File: src/rtl/multi_counter_if.sv
// rtl/multi_counter_if.sv - Control and status bundle for multi_counter.
interface multi_counter_if #(
  parameter int WIDTH = 64,
  parameter int SEL_W = 2,
  parameter int PRE_W = 8
);
  localparam int CH = 2 ** SEL_W;

  logic [SEL_W-1:0]    Slt;
  logic                En;
  logic                CfgWe;
  logic [PRE_W-1:0]    CfgDiv;
  logic                Clr;
  logic [CH*WIDTH-1:0] Count;
  logic [CH-1:0]       Tick;
  logic [CH-1:0]       Wrap;

  modport master (
    output Slt, En, CfgWe, CfgDiv, Clr,
    input  Count, Tick, Wrap
  );

  modport slave (
    input  Slt, En, CfgWe, CfgDiv, Clr,
    output Count, Tick, Wrap
  );
endinterface

File: src/rtl/multi_counter.sv
// rtl/multi_counter.sv - CH independent prescaled counters sharing one select/command port.
// Define MULTI_COUNTER_SAT_EN to saturate counts at all-ones instead of wrapping.
module multi_counter #(
  parameter int WIDTH = 64,
  parameter int SEL_W = 2,
  parameter int PRE_W = 8
) (
  input logic              Clk,
  input logic              Reset,
  multi_counter_if.slave   bus
);
  localparam int CH = 2 ** SEL_W;
  localparam logic [WIDTH-1:0] ALL_ONES = '1;

  logic [WIDTH-1:0]    count_q [CH];
  logic [WIDTH-1:0]    count_d [CH];
  logic [PRE_W-1:0]    pre_q   [CH];
  logic [PRE_W-1:0]    pre_d   [CH];
  logic [PRE_W-1:0]    div_q   [CH];
  logic [PRE_W-1:0]    div_d   [CH];
  logic [CH-1:0]       tick_q, tick_d;
  logic [CH-1:0]       wrap_q, wrap_d;
  logic [CH*WIDTH-1:0] count_flat;

  always_comb begin
    tick_d = '0;
    wrap_d = wrap_q;
    for (int k = 0; k < CH; k++) begin
      count_d[k] = count_q[k];
      pre_d[k]   = pre_q[k];
      div_d[k]   = div_q[k];
      // Unselected channels fall through with all state held, preserving prescale phase.
      if (bus.Slt == SEL_W'(k)) begin
        if (bus.Clr) begin
          count_d[k] = '0;
          pre_d[k]   = '0;
          wrap_d[k]  = 1'b0;
        end else if (bus.CfgWe) begin
          div_d[k] = bus.CfgDiv;
          pre_d[k] = '0;
        end else if (bus.En) begin
          if (pre_q[k] == div_q[k]) begin
            pre_d[k] = '0;
`ifdef MULTI_COUNTER_SAT_EN
            if (count_q[k] != ALL_ONES) begin
              count_d[k] = count_q[k] + WIDTH'(1);
              tick_d[k]  = 1'b1;
              if (count_q[k] == ALL_ONES - WIDTH'(1)) begin
                wrap_d[k] = 1'b1;
              end
            end
`else
            count_d[k] = count_q[k] + WIDTH'(1);
            tick_d[k]  = 1'b1;
            if (count_q[k] == ALL_ONES) begin
              wrap_d[k] = 1'b1;
            end
`endif
          end else begin
            pre_d[k] = pre_q[k] + PRE_W'(1);
          end
        end
      end
    end
  end

  always_ff @(posedge Clk) begin
    if (!Reset) begin
      for (int k = 0; k < CH; k++) begin
        count_q[k] <= '0;
        pre_q[k]   <= '0;
        div_q[k]   <= '0;
      end
      tick_q <= '0;
      wrap_q <= '0;
    end else begin
      for (int k = 0; k < CH; k++) begin
        count_q[k] <= count_d[k];
        pre_q[k]   <= pre_d[k];
        div_q[k]   <= div_d[k];
      end
      tick_q <= tick_d;
      wrap_q <= wrap_d;
    end
  end

  always_comb begin
    count_flat = '0;
    for (int k = 0; k < CH; k++) begin
      count_flat[k*WIDTH +: WIDTH] = count_q[k];
    end
  end

  assign bus.Count = count_flat;
  assign bus.Tick  = tick_q;
  assign bus.Wrap  = wrap_q;
endmodule

File: src/flat_wrapper.sv
// flat-port wrapper written by rule: the top's interface ports become plain ports
module multi_counter_flat 
#(
  parameter int WIDTH = 64,
  parameter int SEL_W = 2,
  parameter int PRE_W = 8
)
  (Clk, Reset, bus_Slt, bus_En, bus_CfgWe, bus_CfgDiv, bus_Clr, bus_Count, bus_Tick, bus_Wrap);
  multi_counter_if #(.WIDTH(WIDTH), .SEL_W(SEL_W), .PRE_W(PRE_W)) bus_i ();
  input logic Clk;
  input logic Reset;
  input wire logic [$bits(bus_i.Slt)-1:0] bus_Slt;
  input wire logic [$bits(bus_i.En)-1:0] bus_En;
  input wire logic [$bits(bus_i.CfgWe)-1:0] bus_CfgWe;
  input wire logic [$bits(bus_i.CfgDiv)-1:0] bus_CfgDiv;
  input wire logic [$bits(bus_i.Clr)-1:0] bus_Clr;
  output wire logic [$bits(bus_i.Count)-1:0] bus_Count;
  output wire logic [$bits(bus_i.Tick)-1:0] bus_Tick;
  output wire logic [$bits(bus_i.Wrap)-1:0] bus_Wrap;
  assign bus_i.Slt = bus_Slt;
  assign bus_i.En = bus_En;
  assign bus_i.CfgWe = bus_CfgWe;
  assign bus_i.CfgDiv = bus_CfgDiv;
  assign bus_i.Clr = bus_Clr;
  assign bus_Count = bus_i.Count;
  assign bus_Tick = bus_i.Tick;
  assign bus_Wrap = bus_i.Wrap;
  multi_counter #(.WIDTH(WIDTH), .SEL_W(SEL_W), .PRE_W(PRE_W)) u_core (.Clk(Clk), .Reset(Reset), .bus(bus_i));
endmodule
File: config.mk
export PLATFORM = sky130hd
export DESIGN_NAME = multi_counter_flat
export DESIGN_NICKNAME = d
export VERILOG_FILES = /design/src/rtl/multi_counter_if.sv /design/src/rtl/multi_counter.sv /design/src/flat_wrapper.sv
export SDC_FILE = /design/constraint.sdc
export NUM_CORES = 1
export LEC_CHECK = 0
export ABC_CLOCK_PERIOD_IN_PS = 3100
export CAP_MARGIN = 15
export CORE_MARGIN = 2
export CORE_UTILIZATION = 55
export CTS_BUF_LIST = sky130_fd_sc_hd__clkbuf_4
export CTS_CLUSTER_SIZE = 12
export DETAILED_ROUTE_END_ITERATION = 16
export PLACE_DENSITY = 0.83
export SLEW_MARGIN = 20
export SYNTH_ARGS = -nofsm -noshare
export SYNTH_HDL_FRONTEND = slang
export SYNTH_SLANG_ARGS = --single-unit
File: constraint.sdc
create_clock -name Clk -period 3.1 [get_ports Clk]
set_input_delay 0.465 -clock Clk [delete_from_list [all_inputs] [get_ports Clk]]
set_output_delay 0.465 -clock Clk [all_outputs]
set_load 0.02 [all_outputs]
Word level (Yosys, flattened, before mapping). Memories as Yosys holds them, arrays and structs flattened. Index checks and enable logic that the tools add are counted.

Add/subtract/negate cells: 8. Equality and inequality tests: 12. Multiplexer cells: 90. Bitwise logic cells: 18. Reduce and logical (&&, ||, !) cells: 18.

Operators with widths (number): $mux 64 (24); $mux 8 (40); $add 64x1->64 const B (4); $eq 64x64->1 const B (4); $add 8x1->8 const B (4); $eq 8x8->1 (4); $mux 1 (26); $reduce_and 5->1 (4); $reduce_or 5->1 (4); $reduce_bool 2->1 (9); $or 1x1->1 (12); $not 1->1 (6); $eq 2x2->1 const B (2); $eq 2x1->1 const B (1); $logic_not 2->1 (1); $ne 2x1->1 const B (1).

Register bits: 8. Bits in writable memories: 320. Logic and storage cells: 157. Memories: 3.

Memory list: u_core.count_q (words 4, width 64, read ports 4, clocked after memory_dff 0, write ports 4, RTL line multi_counter.sv:15) `logic [WIDTH-1:0] count_q [CH];`; u_core.div_q (words 4, width 8, read ports 4, clocked after memory_dff 0, write ports 4, RTL line multi_counter.sv:19) `logic [PRE_W-1:0] div_q [CH];`; u_core.pre_q (words 4, width 8, read ports 4, clocked after memory_dff 0, write ports 4, RTL line multi_counter.sv:17) `logic [PRE_W-1:0] pre_q [CH];`.

Depth between registers and ports, before layout. Gate-level depths: netlist of the first run.

Word-level depth: 7. Gate-level depth with buffers: 10. Depth with buffers taken out: 7.

Least setup slack after synthesis of the first run. Ideal clock, no wire load.

Path kind: register to register. Start point: memory u_core.count_q[1][0]. End point: memory u_core.count_q[1][52]. Setup time: 0.070 ns. Arrival: 2.697 ns. Slack: 0.333 ns. Cell stages (with the launch flop): 10. Path buffers: 2. Clock period less this slack: 2.767 ns. Cells stage by stage: dfxtp_1 ha_1 nand4_1 or2_2 clkbuf_1 or3_1 buf_2 or3_1 or4_1 a21oi_1.

RTL lines (RTL line): start, declared (multi_counter.sv:15).

==> flow_summary.ini, run 1 <==
[power]
p_int_w = 0.00632
p_sw_w = 0.00205
peakVddDrop_uv = 297
p_per_area_nw_per_um2 = 415
seqPwrFrac_pct = 50.7
power_leakage_nw = 6.33
power.share.clock_pct = 45.3
p_sw_share_pct = 24.5
pwr-share-comb_pct = 4.0

[final_layout]
multiInputGateArea_um2 = 8620
fillers = 2128
finalNetCount = 2262
drive_gt1_share_pct = 9.45
seq_area_um2 = 6570
syn_to_final_growth_pct = 29.3
design_area_um2 = 20200

[worst_setup_path]
crit_path_end_kind = register
critPathKind = reg2reg
required_ns = 3.73
crit_arrival_ns = 3.46
start_kind = register
worstPathMaxFanout = 7

[detailed_routing]
vias_per_cell = 5.82
drc = 0
wl_per_cell_um = 16.6
num_vias = 15600
drt-initial-drc-count = 1265
ant_nets = 0
routed_wl_um = 44300
drtPass1Iterations = 6

[sta]
slew_headroom_pct = 53.4
setup_ws_ns = 0.271
max_slew.worst_pin.slew_ns = 0.699
finalSetupViolCount = 0
slew_viol_final = 0
hold_viol = 0
max_freq_ghz = 0.353
skew_ns = 0.0599
worst_hold_slack_ns = 0.188
rsz0062_at_grt = false
fin_crit_sh_pct = 91.3
period_minus_slack_ns = 2.83
finalSetupTns_ns = 0

[global_route]
grt_overflow = 0
grt_util_all_layers_pct = 29.2
grt_max_degree = 64
grt_pass1_vias = 14700
antenna_found_initial = 4
grt_pass1_wl_um = 71500

[yosys]
ys.warnings.count = 0
synthTopCellsByCount = dfxtp_1 (328), nor2_1 (258), nand2_1 (200)
netlist.area_leader.share_pct = 42.1
synth_seq_cells = 328
syn-cell-area_um2 = 15600
synthesis.nets = 1914
synthFlopType = dfxtp_1
synthTopCellsByArea = dfxtp_1 (42%), xnor2_1 (8.8%), nor2_1 (6.2%)
synth_edf_count = 0
ys_async_sr_fraction_pct = 0
synth_top_area_cell = dfxtp_1
syn_inst = 1891
yosysMostFrequentCell = dfxtp_1
synth_cell_types = 53
yosysSeqAreaShare_pct = 42.1
avgSynthCellArea_um2 = 8.25

[clocking]
path_clk_slew_ns = 0.07
clock_sinks = 328
numCtsBuffers = 87
cts_tree = built
cts_hold_buf = 0
cts-htree-levels = 3
clock_latency_ns = 0.72
max-clock-path-buffers = 3
root_buffer = clkbuf_4

[floorplanning]
initial_core_util_pct = 56.0
pin_count = 279
fp.dieArea_um2 = 29700
die_x_um = 172
rows = 61
die_h_um = 172
coreArea_um2 = 27900

[place]
place.port_buffers = 278
dp_slack_ns = 0.0837
hpwl_um = 31400
gp_congestion = 0.906
place_area_um2 = 19100

[job]
maxCapViolations = 0

[hold_path]
min_path_type = in2reg

[run_status]
status = completed
==> kinds of logic (layout without fill, tap and decap cells) <==
kind of cell,Yosys count,count (layout),synth area share [%]
fa+ha+maj,8,8,0.642
flops,328,328,42.1
xor+xnor,240,240,13.5
buf+inv,113,518,2.77
simple gates,968,968,31.3
other cells,0,3,0
mux,2,2,0.128
compound gates,232,232,9.59
==> critical path: stages (launching register included) <==
cell     delay (ns)
dfxtp_1        0.48
ha_1           0.35
nand4_1        0.12
or2_2          0.39
or3_1          0.44
or3_1          0.35
or4_1          0.52
a21oi_1        0.15
==> what timing repair did <==
item                                    in CTS  in global routing
buffers inserted                             0                  0
gates resized for setup                      0                  1
endpoints found under the setup margin       0                  2
==> cells in the final DEF (no fill, tap or decap), types with 8 or more instances in the layout <==
cell and count:
dfxtp_1 328, o2111ai_1 14, nand4_1 99, clkbuf_4 123, o31ai_1 17, inv_1 35, a2111oi_0 8, ha_1 8
nand2_1 196, a21boi_0 35, nor3_1 53, and3_1 32, a211oi_1 10, o21ai_0 48, or4_1 21, and4_1 24
or3_1 57, nor2_1 258, clkinv_1 15, clkdlybuf4s50_1 277, nand3_1 102, nor4b_1 11, a21oi_1 67, xor2_1 84
xnor2_1 156, nor2b_1 9, nor4_1 64, buf_4 54
==> routing by layer <==
layer	share of wire [%]	track usage, %
met1	42	36.4
met4	3.5	12.9
met2	47	48.5
met3	7.7	6.66
met5	0.029	0
==> cell type report <==
cell class / count / area share (%)
tap: 378 / 2.35
clock inverter: 23 / 0.782
multi-input combinational: 1450 / 42.8
clock buffer: 123 / 4.58
inverter: 35 / 0.652
sequential: 328 / 32.6
antenna: 3 / 0.0372
timing repair buffer: 337 / 16.3
==> state kept, by name, indices dropped and copies added (netlist names) <==
signal and cells:
u_core.count_q 256, u_core.bus.Tick 4, u_core.bus.Wrap 4, u_core.pre_q 32, u_core.div_q 32
==> power by group through the flow <==
stage	logic [W]	registers (W)	clock network, W
3_5_place_dp	0.000327	0.00434	0
4_1_cts	0.000329	0.00424	0.00387
3_3_place_gp	0.000321	0.00434	0
6_report	0.000331	0.00425	0.00379
5_1_grt	0.000357	0.00424	0.00407
2_1_floorplan	0.000198	0.00434	0
==> metrics by stage <==
stage	cells	utilization [%]	power (W)
CTS	2674	72.3	0.00844
global placement	2528	68.4	0.00466
global route	2676	72.4	0.00867
detailed placement	2528	68.4	0.00467
finish	2677	72.4	0.00837
floorplan	1891	-	0.00454
==> path summary, 6_finish.rpt <==
| path | startpoint | endpoint | slack, ns | cells after the start |
|---|---|---|---|---|
| setup reg to reg | u_core.count_q[1][0] | u_core.count_q[1][52] | 0.27 | 7 |
| hold / removal | Reset | u_core.count_q[3][1] | 0.19 | 2 |
| setup / recovery | u_core.count_q[1][0] | u_core.count_q[1][52] | 0.27 | 7 |
| hold reg to reg | u_core.div_q[1][1] | u_core.div_q[1][1] | 0.48 | 2 |
Note: power is estimated with default switching activity, not from simulation.
==> run 2: changes to the inputs <==
MAX_ROUTING_LAYER = met4   (was default)
SETUP_SLACK_MARGIN = 0.02   (was default)
==> run 2 against run 1 <==
Worst setup slack got worse by 0.055 ns. Global-route usage is 0.64 points higher. Total power decreased by 2.0%. Clock skew grew 0.0056 ns. Design area fell by 0.42%. Largest cell class unchanged. Via count is 0.14% lower.
==> flow_summary.ini, run 2 (synthesis gave the netlist of run 1 again) <==
[clocking]
max-clock-path-buffers = 3
cts-htree-levels = 3
cts_hold_buf = 0
clock_latency_ns = 0.70
ctsResizeCount = 0
cts_tree = built
post_cts.repair.setup_buffers = 0
root_buffer = clkbuf_4
numCtsBuffers = 85
path_clk_slew_ns = 0.06
clock_sinks = 328

[floorplanning]
die_x_um = 172
coreArea_um2 = 27900
rows = 61
pin_count = 279
initial_core_util_pct = 56.0
die_h_um = 172
fp.dieArea_um2 = 29700

[final_layout]
top_regs = u_core.count_q: 256 flops, u_core.div_q: 32 flops, u_core.pre_q: 32 flops
utilization_pct = 72.1
syn_to_final_growth_pct = 28.7
drive_gt1_share_pct = 9.24
fillers = 2165
multiInputGateArea_um2 = 8610
final_common_cell = dfxtp_1
finalNetCount = 2261
largest_register_ff_count = 256
seq_area_um2 = 6570
final_cell_mix = dfxtp_1 (328), clkdlybuf4s50_1 (277), nor2_1 (258)
regMostFlops = u_core.count_q

[worst_setup_path]
critPathCapture = u_core.count_q[2][37]
critPathLaunch = u_core.count_q[2][4]
crit_path_frequent_cell = or4_1
worstPathMaxFanout = 7
cp_cell_sequence = nand4_2, or4_1, or4_1, a2111oi_0, xnor2_1, nor2_1
crit_path_max_incr_delay_ns = 0.66
r2r-end = u_core.count_q[2][37]
start_kind = register
crit_slowest_cell = or4_1
reg2reg_from = u_core.count_q[2][4]
r2r_cells = 6
worst-r2r-setup-slack_ns = 0.22
crit_path_end_kind = register
required_ns = 3.65
critPathKind = reg2reg
crit_arrival_ns = 3.43

[sta]
slew_viol_final = 0
max_slew.worst_pin.slew_ns = 0.672
rsz0062_at_grt = false
period_minus_slack_ns = 2.88
finalSetupViolCount = 0
hold_viol = 0
worst_hold_slack_ns = 0.390
finalSetupTns_ns = 0
skew_ns = 0.0655
fin_crit_sh_pct = 93.0
slew_headroom_pct = 55.2
max_freq_ghz = 0.347

[place]
place.port_buffers = 278
gp_congestion = 0.934
hpwl_um = 31300

[hold_path]
min_path_type = in2reg
min_path_cells = 2

[global_route]
grt_util_all_layers_pct = 29.9
grt_overflow = 0
grt_pass1_wl_um = 71200
grt_max_degree = 64
antenna_found_initial = 4
grt_pass1_vias = 14700

[detailed_routing]
wl_per_cell_um = 16.6
drc = 0
num_vias = 15600
drtPass1Iterations = 5
routed_wl_um = 44200
drt-initial-drc-count = 1148
vias_per_cell = 5.84
ant_nets = 0

[job]
maxCapViolations = 0

[power]
p_per_area_nw_per_um2 = 409
power_leakage_nw = 6.30
peakVddDrop_uv = 240

[run_status]
status = completed
[run 2: critical path, delay by kind of cell (launching register included)]
kind,cells,cell delay (ns)
compound gates,1,0.57
simple gates,4,1.54
xor+xnor,1,0.19
flops,1,0.44
[run 2: stage by stage]
| stage | setup slack, ns | instances | area [um^2] | power [W] |
|---|---|---|---|---|
| floorplan | 0.333 | 1891 | 15600 | 0.00454 |
| global placement | 0.179 | 2529 | 19100 | 0.00466 |
| detailed placement | 0.104 | 2529 | 19100 | 0.00467 |
| CTS | 0.225 | 2662 | 20100 | 0.00828 |
| global route | 0.103 | 2666 | 20100 | 0.00855 |
| finish | 0.216 | 2666 | 20100 | 0.00821 |
[run 2: layer usage]
metal	global-route usage [%]	up-vias	wire length, um
li1	-	7460	-
met1	37.0	7370	18700
met2	48.1	630	21000
met3	5.24	104	3210
met4	12.7	0	1310
met5	-	-	0
[run 2: cell type report]
cell class | count | share of cell area, %
inverter | 35 | 0.654
antenna | 4 | 0.0499
timing repair buffer | 338 | 16.3
clock buffer | 118 | 4.41
sequential | 328 | 32.7
clock inverter | 15 | 0.592
multi-input combinational | 1450 | 42.9
tap | 378 | 2.36
[run 2: power breakdown]
| group | total, W | internal, W | switching (W) | leakage, nW |
|---|---|---|---|---|
| sequential | 0.00425 | 0.00423 | 0.0000168 | 2.64 |
| clock | 0.00363 | 0.00190 | 0.00173 | 0.600 |
| combinational | 0.000331 | 0.000103 | 0.000228 | 3.06 |
[run 2: worst min-delay path by stage]
stage / from / endpoint / slack (ns)
2_1_floorplan: u_core.div_q[0][0] / u_core.div_q[0][0] / 0.46
3_3_place_gp: u_core.bus.Wrap[0] / u_core.bus.Wrap[0] / 0.45
3_5_place_dp: u_core.bus.Wrap[1] / u_core.bus.Wrap[1] / 0.47
4_1_cts: Reset / u_core.div_q[2][0] / 0.33
5_1_grt: Reset / u_core.div_q[2][0] / 0.36
6_report: Reset / u_core.count_q[3][0] / 0.39
